==> src/rtl/uart_rx.sv <==
// uart_rx: UART serial receiver.
// Samples rx_in on a 16x oversample tick and runs a frame FSM:
// start bit, 7/8 data bits (LSB first), optional parity, 1/2 stop bits.
// Optional feature macro: UART_RX_SYNC_EN adds a 2-flop input synchronizer.
module uart_rx #(
  parameter int OVERSAMPLE = 16
) (
  input  logic       clk,
  input  logic       rst_n,
  input  logic       tick,
  input  logic       rx_in,
  input  logic       parity_type,
  input  logic       parity_en,
  input  logic       stop_bits,
  input  logic       data_width,
  output logic [7:0] data_out,
  output logic       data_valid,
  output logic       parity_err,
  output logic       frame_err,
  output logic       busy
);

  localparam int CW = $clog2(OVERSAMPLE);
  localparam logic [CW-1:0] MID  = CW'(OVERSAMPLE / 2 - 1);
  localparam logic [CW-1:0] LAST = CW'(OVERSAMPLE - 1);

  typedef enum logic [2:0] {
    S_IDLE, S_START, S_DATA, S_PARITY, S_STOP1, S_STOP2
  } state_e;

  logic rx_s;

`ifdef UART_RX_SYNC_EN
  logic [1:0] sync_q;
  // Two-flop synchronizer; resets to the idle line level
  always_ff @(posedge clk or negedge rst_n) begin
    if (!rst_n) sync_q <= '1;
    else        sync_q <= {sync_q[0], rx_in};
  end
  assign rx_s = sync_q[1];
`else
  assign rx_s = rx_in;
`endif

  state_e          state_q, state_d;
  logic [CW-1:0]   cnt_q, cnt_d;
  logic [2:0]      bit_q, bit_d;
  logic            armed_q, armed_d;
  logic [7:0]      shift_q, shift_d;
  logic            ptype_q, ptype_d;
  logic            pen_q, pen_d;
  logic            stop2_q, stop2_d;
  logic            w8_q, w8_d;
  logic            pflag_q, pflag_d;
  logic            fflag_q, fflag_d;
  logic [7:0]      dout_q, dout_d;
  logic            dvalid_q, dvalid_d;
  logic            perr_q, perr_d;
  logic            ferr_q, ferr_d;

  // State and datapath registers
  always_ff @(posedge clk or negedge rst_n) begin
    if (!rst_n) begin
      state_q  <= S_IDLE;
      cnt_q    <= '0;
      bit_q    <= '0;
      armed_q  <= 1'b0;
      shift_q  <= '0;
      ptype_q  <= 1'b0;
      pen_q    <= 1'b0;
      stop2_q  <= 1'b0;
      w8_q     <= 1'b0;
      pflag_q  <= 1'b0;
      fflag_q  <= 1'b0;
      dout_q   <= '0;
      dvalid_q <= 1'b0;
      perr_q   <= 1'b0;
      ferr_q   <= 1'b0;
    end else begin
      state_q  <= state_d;
      cnt_q    <= cnt_d;
      bit_q    <= bit_d;
      armed_q  <= armed_d;
      shift_q  <= shift_d;
      ptype_q  <= ptype_d;
      pen_q    <= pen_d;
      stop2_q  <= stop2_d;
      w8_q     <= w8_d;
      pflag_q  <= pflag_d;
      fflag_q  <= fflag_d;
      dout_q   <= dout_d;
      dvalid_q <= dvalid_d;
      perr_q   <= perr_d;
      ferr_q   <= ferr_d;
    end
  end

  logic [7:0] aligned;
  logic       complete;

  // Next-state logic: everything advances on tick except the data_valid clear
  always_comb begin
    state_d  = state_q;
    cnt_d    = cnt_q;
    bit_d    = bit_q;
    armed_d  = armed_q;
    shift_d  = shift_q;
    ptype_d  = ptype_q;
    pen_d    = pen_q;
    stop2_d  = stop2_q;
    w8_d     = w8_q;
    pflag_d  = pflag_q;
    fflag_d  = fflag_q;
    dout_d   = dout_q;
    dvalid_d = 1'b0;
    perr_d   = perr_q;
    ferr_d   = ferr_q;
    complete = 1'b0;
    // 7-bit frames end up in shift[7:1] of the right-shifting register
    aligned  = w8_q ? shift_q : {1'b0, shift_q[7:1]};

    if (tick) begin
      unique case (state_q)
        S_IDLE: begin
          if (rx_s) begin
            armed_d = 1'b1;
          end else if (armed_q) begin
            state_d = S_START;
            cnt_d   = '0;
            armed_d = 1'b0;
          end
        end
        S_START: begin
          if (cnt_q == MID) begin
            if (rx_s) begin
              state_d = S_IDLE;
            end else begin
              state_d = S_DATA;
              cnt_d   = '0;
              bit_d   = '0;
              ptype_d = parity_type;
              pen_d   = parity_en;
              stop2_d = stop_bits;
              w8_d    = data_width;
              pflag_d = 1'b0;
              fflag_d = 1'b0;
            end
          end else begin
            cnt_d = cnt_q + CW'(1);
          end
        end
        default: begin
          if (cnt_q == LAST) begin
            cnt_d = '0;
            case (state_q)
              S_DATA: begin
                shift_d = {rx_s, shift_q[7:1]};
                if (bit_q == (w8_q ? 3'd7 : 3'd6)) begin
                  bit_d   = '0;
                  state_d = pen_q ? S_PARITY : S_STOP1;
                end else begin
                  bit_d = bit_q + 3'd1;
                end
              end
              S_PARITY: begin
                if (rx_s != ((^aligned) ^ ptype_q)) pflag_d = 1'b1;
                state_d = S_STOP1;
              end
              S_STOP1: begin
                if (!rx_s) fflag_d = 1'b1;
                if (stop2_q) state_d = S_STOP2;
                else         complete = 1'b1;
              end
              S_STOP2: begin
                if (!rx_s) fflag_d = 1'b1;
                complete = 1'b1;
              end
              default: state_d = S_IDLE;
            endcase
          end else begin
            cnt_d = cnt_q + CW'(1);
          end
        end
      endcase

      if (complete) begin
        state_d  = S_IDLE;
        armed_d  = rx_s;
        dout_d   = aligned;
        dvalid_d = 1'b1;
        perr_d   = pflag_q;
        ferr_d   = fflag_q | ~rx_s;
      end
    end
  end

  assign data_out   = dout_q;
  assign data_valid = dvalid_q;
  assign parity_err = perr_q;
  assign frame_err  = ferr_q;
  assign busy       = (state_q != S_IDLE);

endmodule

==> config.mk <==
export PLATFORM = sky130hd
export DESIGN_NAME = uart_rx
export DESIGN_NICKNAME = d
export VERILOG_FILES = /design/src/rtl/uart_rx.sv
export SDC_FILE = /design/constraint.sdc
export NUM_CORES = 1
export LEC_CHECK = 0
export ABC_CLOCK_PERIOD_IN_PS = 5350
export BUFFER_PORTS_ARGS = -buffer_cell sky130_fd_sc_hd__clkbuf_2
export CORE_ASPECT_RATIO = 1.4
export CORE_MARGIN = 4
export CORE_UTILIZATION = 62
export DETAILED_ROUTE_END_ITERATION = 10
export HOLD_SLACK_MARGIN = 0.03
export PLACE_DENSITY = 0.84
export SYNTH_ARGS = -nofsm -noshare
export SYNTH_HDL_FRONTEND = slang
export SYNTH_SLANG_ARGS = --single-unit
==> constraint.sdc <==
create_clock -name clk -period 5.35 [get_ports clk]
set_clock_uncertainty 0.15 [all_clocks]
set_input_delay 1.07 -clock clk [delete_from_list [all_inputs] [get_ports clk]]
set_output_delay 1.07 -clock clk [all_outputs]
set_load 0.005 [all_outputs]
==> flow_summary_export.csv <==
group,metric,value,unit
floorplanning,start_util,0.645,
sta,timing.fmax,0.364,GHz
global_routing,grt_pass1_vias,1492,
synthesis,yosys.area.top_type,"dfrtp_1",
power_and_ir_drop,power_density,365,nW/µm²
synthesis,synth_seq_cells,36,
worst_setup_path,crit_type,"in -> reg",
sta,fin_setup_tns,0,ps
routing,drt_wl_total,3590,µm
power_and_ir_drop,leakagePower,0.000954,µW
outcome,status,"completed",
worst_setup_path,startpoint,"tick",
synthesis,synthArstFlopShare,1.00,
sta,min_period_over_period,0.514,
worst_setup_path,r2r_cells,5,
global_routing,grt_overflow_total,0,
cts,clock_sinks,36,
placed_design,place.gp.congestion,0.866,
cts,htreeDepth,2,
sta,hold_viol,0,
synthesis,yosysMostFrequentCell,"dfrtp_1",
cts,ctsLongestPathBuffers,2,
sta,slew_headroom,0.222,
floorplanning,die_x,54.2,µm
cts,cts_made_buffers,5,
floorplanning,row_count,23,
synthesis,synth_top_flop_cell,"dfrtp_1",
worst_setup_path,required,5370,ps
routing,vias_per_cell,6.07,
placed_design,dp_slack,2330,ps
final_layout,area_growth,9.84,%
hold_path,hp-class,"reg -> reg",
worst_setup_path,r2r-start,"cnt_q[0]",
global_routing,grt_pass1_wl,6250,µm
final_layout,drive_gt1_frac,0.237,
synthesis,yosysSeqAreaShare,0.486,
final_layout,fin_nets,199,
cts,cts_setup_buffers,0,
synthesis,ys_top_cells_by_count,"dfrtp_1, nor2_1, mux2_2",
sta,worst_slew_pin_slew,1160,ps
synthesis,yosys_warnings,0,
global_routing,antenna_found_initial,0,
synthesis,synth-edff-count,0,
synthesis,syn_area_per_cell,10.9,µm²
synthesis,syn_area,1860,µm²
worst_setup_path,cp_max_fo,22,
global_routing,grt_use_total,0.216,
routing,antenna_left,0,
cts,tritoncts,"yes",
routing,dr.pass1.iters,4,
routing,drc,0,
worst_setup_path,cp-endpoint,"armed_q",
power_and_ir_drop,ir_worst_vdd,0.265,mV
worst_setup_path,regToRegSetupSlack,2870,ps
placed_design,port_buffers,19,
synthesis,syn_inst,171,
worst_setup_path,r2r_end,"armed_q",
placed_design,dpl.hpwl,2660,µm
floorplanning,dieArea,3940,µm²
sta,rsz0062_at_grt,"no",
synthesis,synthTopCellsByArea,"dfrtp_1, mux2_2, mux2i_1",
sta,period_needed,2750,ps
synthesis,synth_nets,181,
routing,vias,1379,
routing,drt_iter0_drc,47,
cts,path_clk_slew,70,ps
worst_setup_path,worst-endpoint-arrival,2770,ps
flow_run,max_cap_violations,0,
routing,wl_per_cell,15.8,µm
final_layout,antenna_cells,0,
cts,cts_hold_buf,0,
synthesis,synth.top_cell.area_share,0.486,
global_routing,grt_max_degree,37,
sta,maxSlewViolCount,0,
cts,clock_latency,280,ps
floorplanning,core,2880,µm²
power_and_ir_drop,total_power,744,µW
sta,layout_setup_ws,2600,ps
worst_setup_path,critPathLaunchType,"input pin",
cts,cts_root_buffer,"clkbuf_8",
floorplanning,ioPinCount,20,
sta,setup_viol,0,
cts,ctsResizeCount,0,
synthesis,ys_types,41,
worst_setup_path,crit_path_end_kind,"flip-flop",
floorplanning,die_h,72.7,µm
hold_path,holdCritStartpoint,"fflag_q",
[sequential cells by signal, summed over array words and instances (netlist names), 3 cells and up]
register  count
state_q       3
shift_q       8
data_out      8
cnt_q         4
bit_q         3
[placed cells by master (no fill, tap or decap)]
cell type and instances:
and2_2 1, or3_1 2, nand4_1 2, inv_1 6, mux2i_1 12, dfrtp_1 36
nand2b_2 2, a31oi_1 1, nor3_1 3, o21a_1 1, clkbuf_2 19, mux2_4 1
o22ai_1 1, a21oi_4 1, a2111o_1 1, clkbuf_1 2, nor3_2 1, o32a_1 1
xnor3_1 1, nand2_1 8, a21oi_1 9, nand3_1 7, nor3b_1 3, xor2_1 2
a21o_1 3, or4_1 1, xnor2_1 6, and3b_1 1, o221ai_1 1, ha_1 2
nor2b_1 2, nor2_1 17, a32o_1 1, nand2b_1 1, mux2_2 14, nand3b_1 1
a221o_1 1, o21ai_0 10, clkbuf_8 6
[logic make-up after synthesis]
logic type	count (synthesis)	share of synthesized area
AOI/OAI and AO/OA	31	0.110
muxes	27	0.158
adders and majority gates	2	0.0135
xor gates and xnor gates	9	0.0499
DFF	36	0.486
buffers and inverters	14	0.0411
and+or+nand+nor	52	0.142
[routing by layer]
| layer | part of all wire | vias to the layer above | routed length [µm] | track usage |
|---|---|---|---|---|
| met3 | 0.046 | 17 | 164 | 0.0593 |
| met1 | 0.35 | 674 | 1270 | 0.196 |
| met2 | 0.57 | 49 | 2050 | 0.403 |
| met5 | 0 | - | 0 | 0 |
| met4 | 0.030 | 0 | 108 | 0.116 |
| li1 | - | 639 | - | - |
[through the flow]
step	utilization	hold WS [ps]	std cells	instance area, µm²
2_1_floorplan	-	310	171	1860
3_3_place_gp	0.677	330	219	1950
3_5_place_dp	0.677	344	219	1950
4_1_cts	0.708	360	227	2040
5_1_grt	0.708	385	227	2040
6_report	0.708	353	227	2040
[worst min-delay path by stage]
stage / slack (ps) / to / depth (start not counted)
2_1_floorplan: 310 / pflag_q / 1
3_3_place_gp: 330 / fflag_q / 1
3_5_place_dp: 340 / fflag_q / 1
4_1_cts: 360 / fflag_q / 1
5_1_grt: 390 / pen_q / 1
6_report: 350 / fflag_q / 1
[critical path, cell delays in order]
cell and delay, ps:
clkbuf_2 130, nand4_1 210, nor3_2 930, a21oi_1 100, mux2_2 320
[cell type report]
type / instances / area (µm²)
Sequential cell: 36 / 901
Multi-Input combinational cell: 121 / 883
Clock buffer: 8 / 90.1
Timing Repair Buffer: 19 / 95.1
Tap cell: 37 / 46.3
Fill cell: 225 / 840
Inverter: 6 / 22.5
[report_power, final]
| part | switching, µW | total, µW | internal, µW |
|---|---|---|---|
| sequential | 53.2 | 354 | 301 |
| clock | 85.8 | 191 | 105 |
| combinational | 103 | 199 | 95.9 |
No activity file was read; power rests on OpenSTA's default activity.
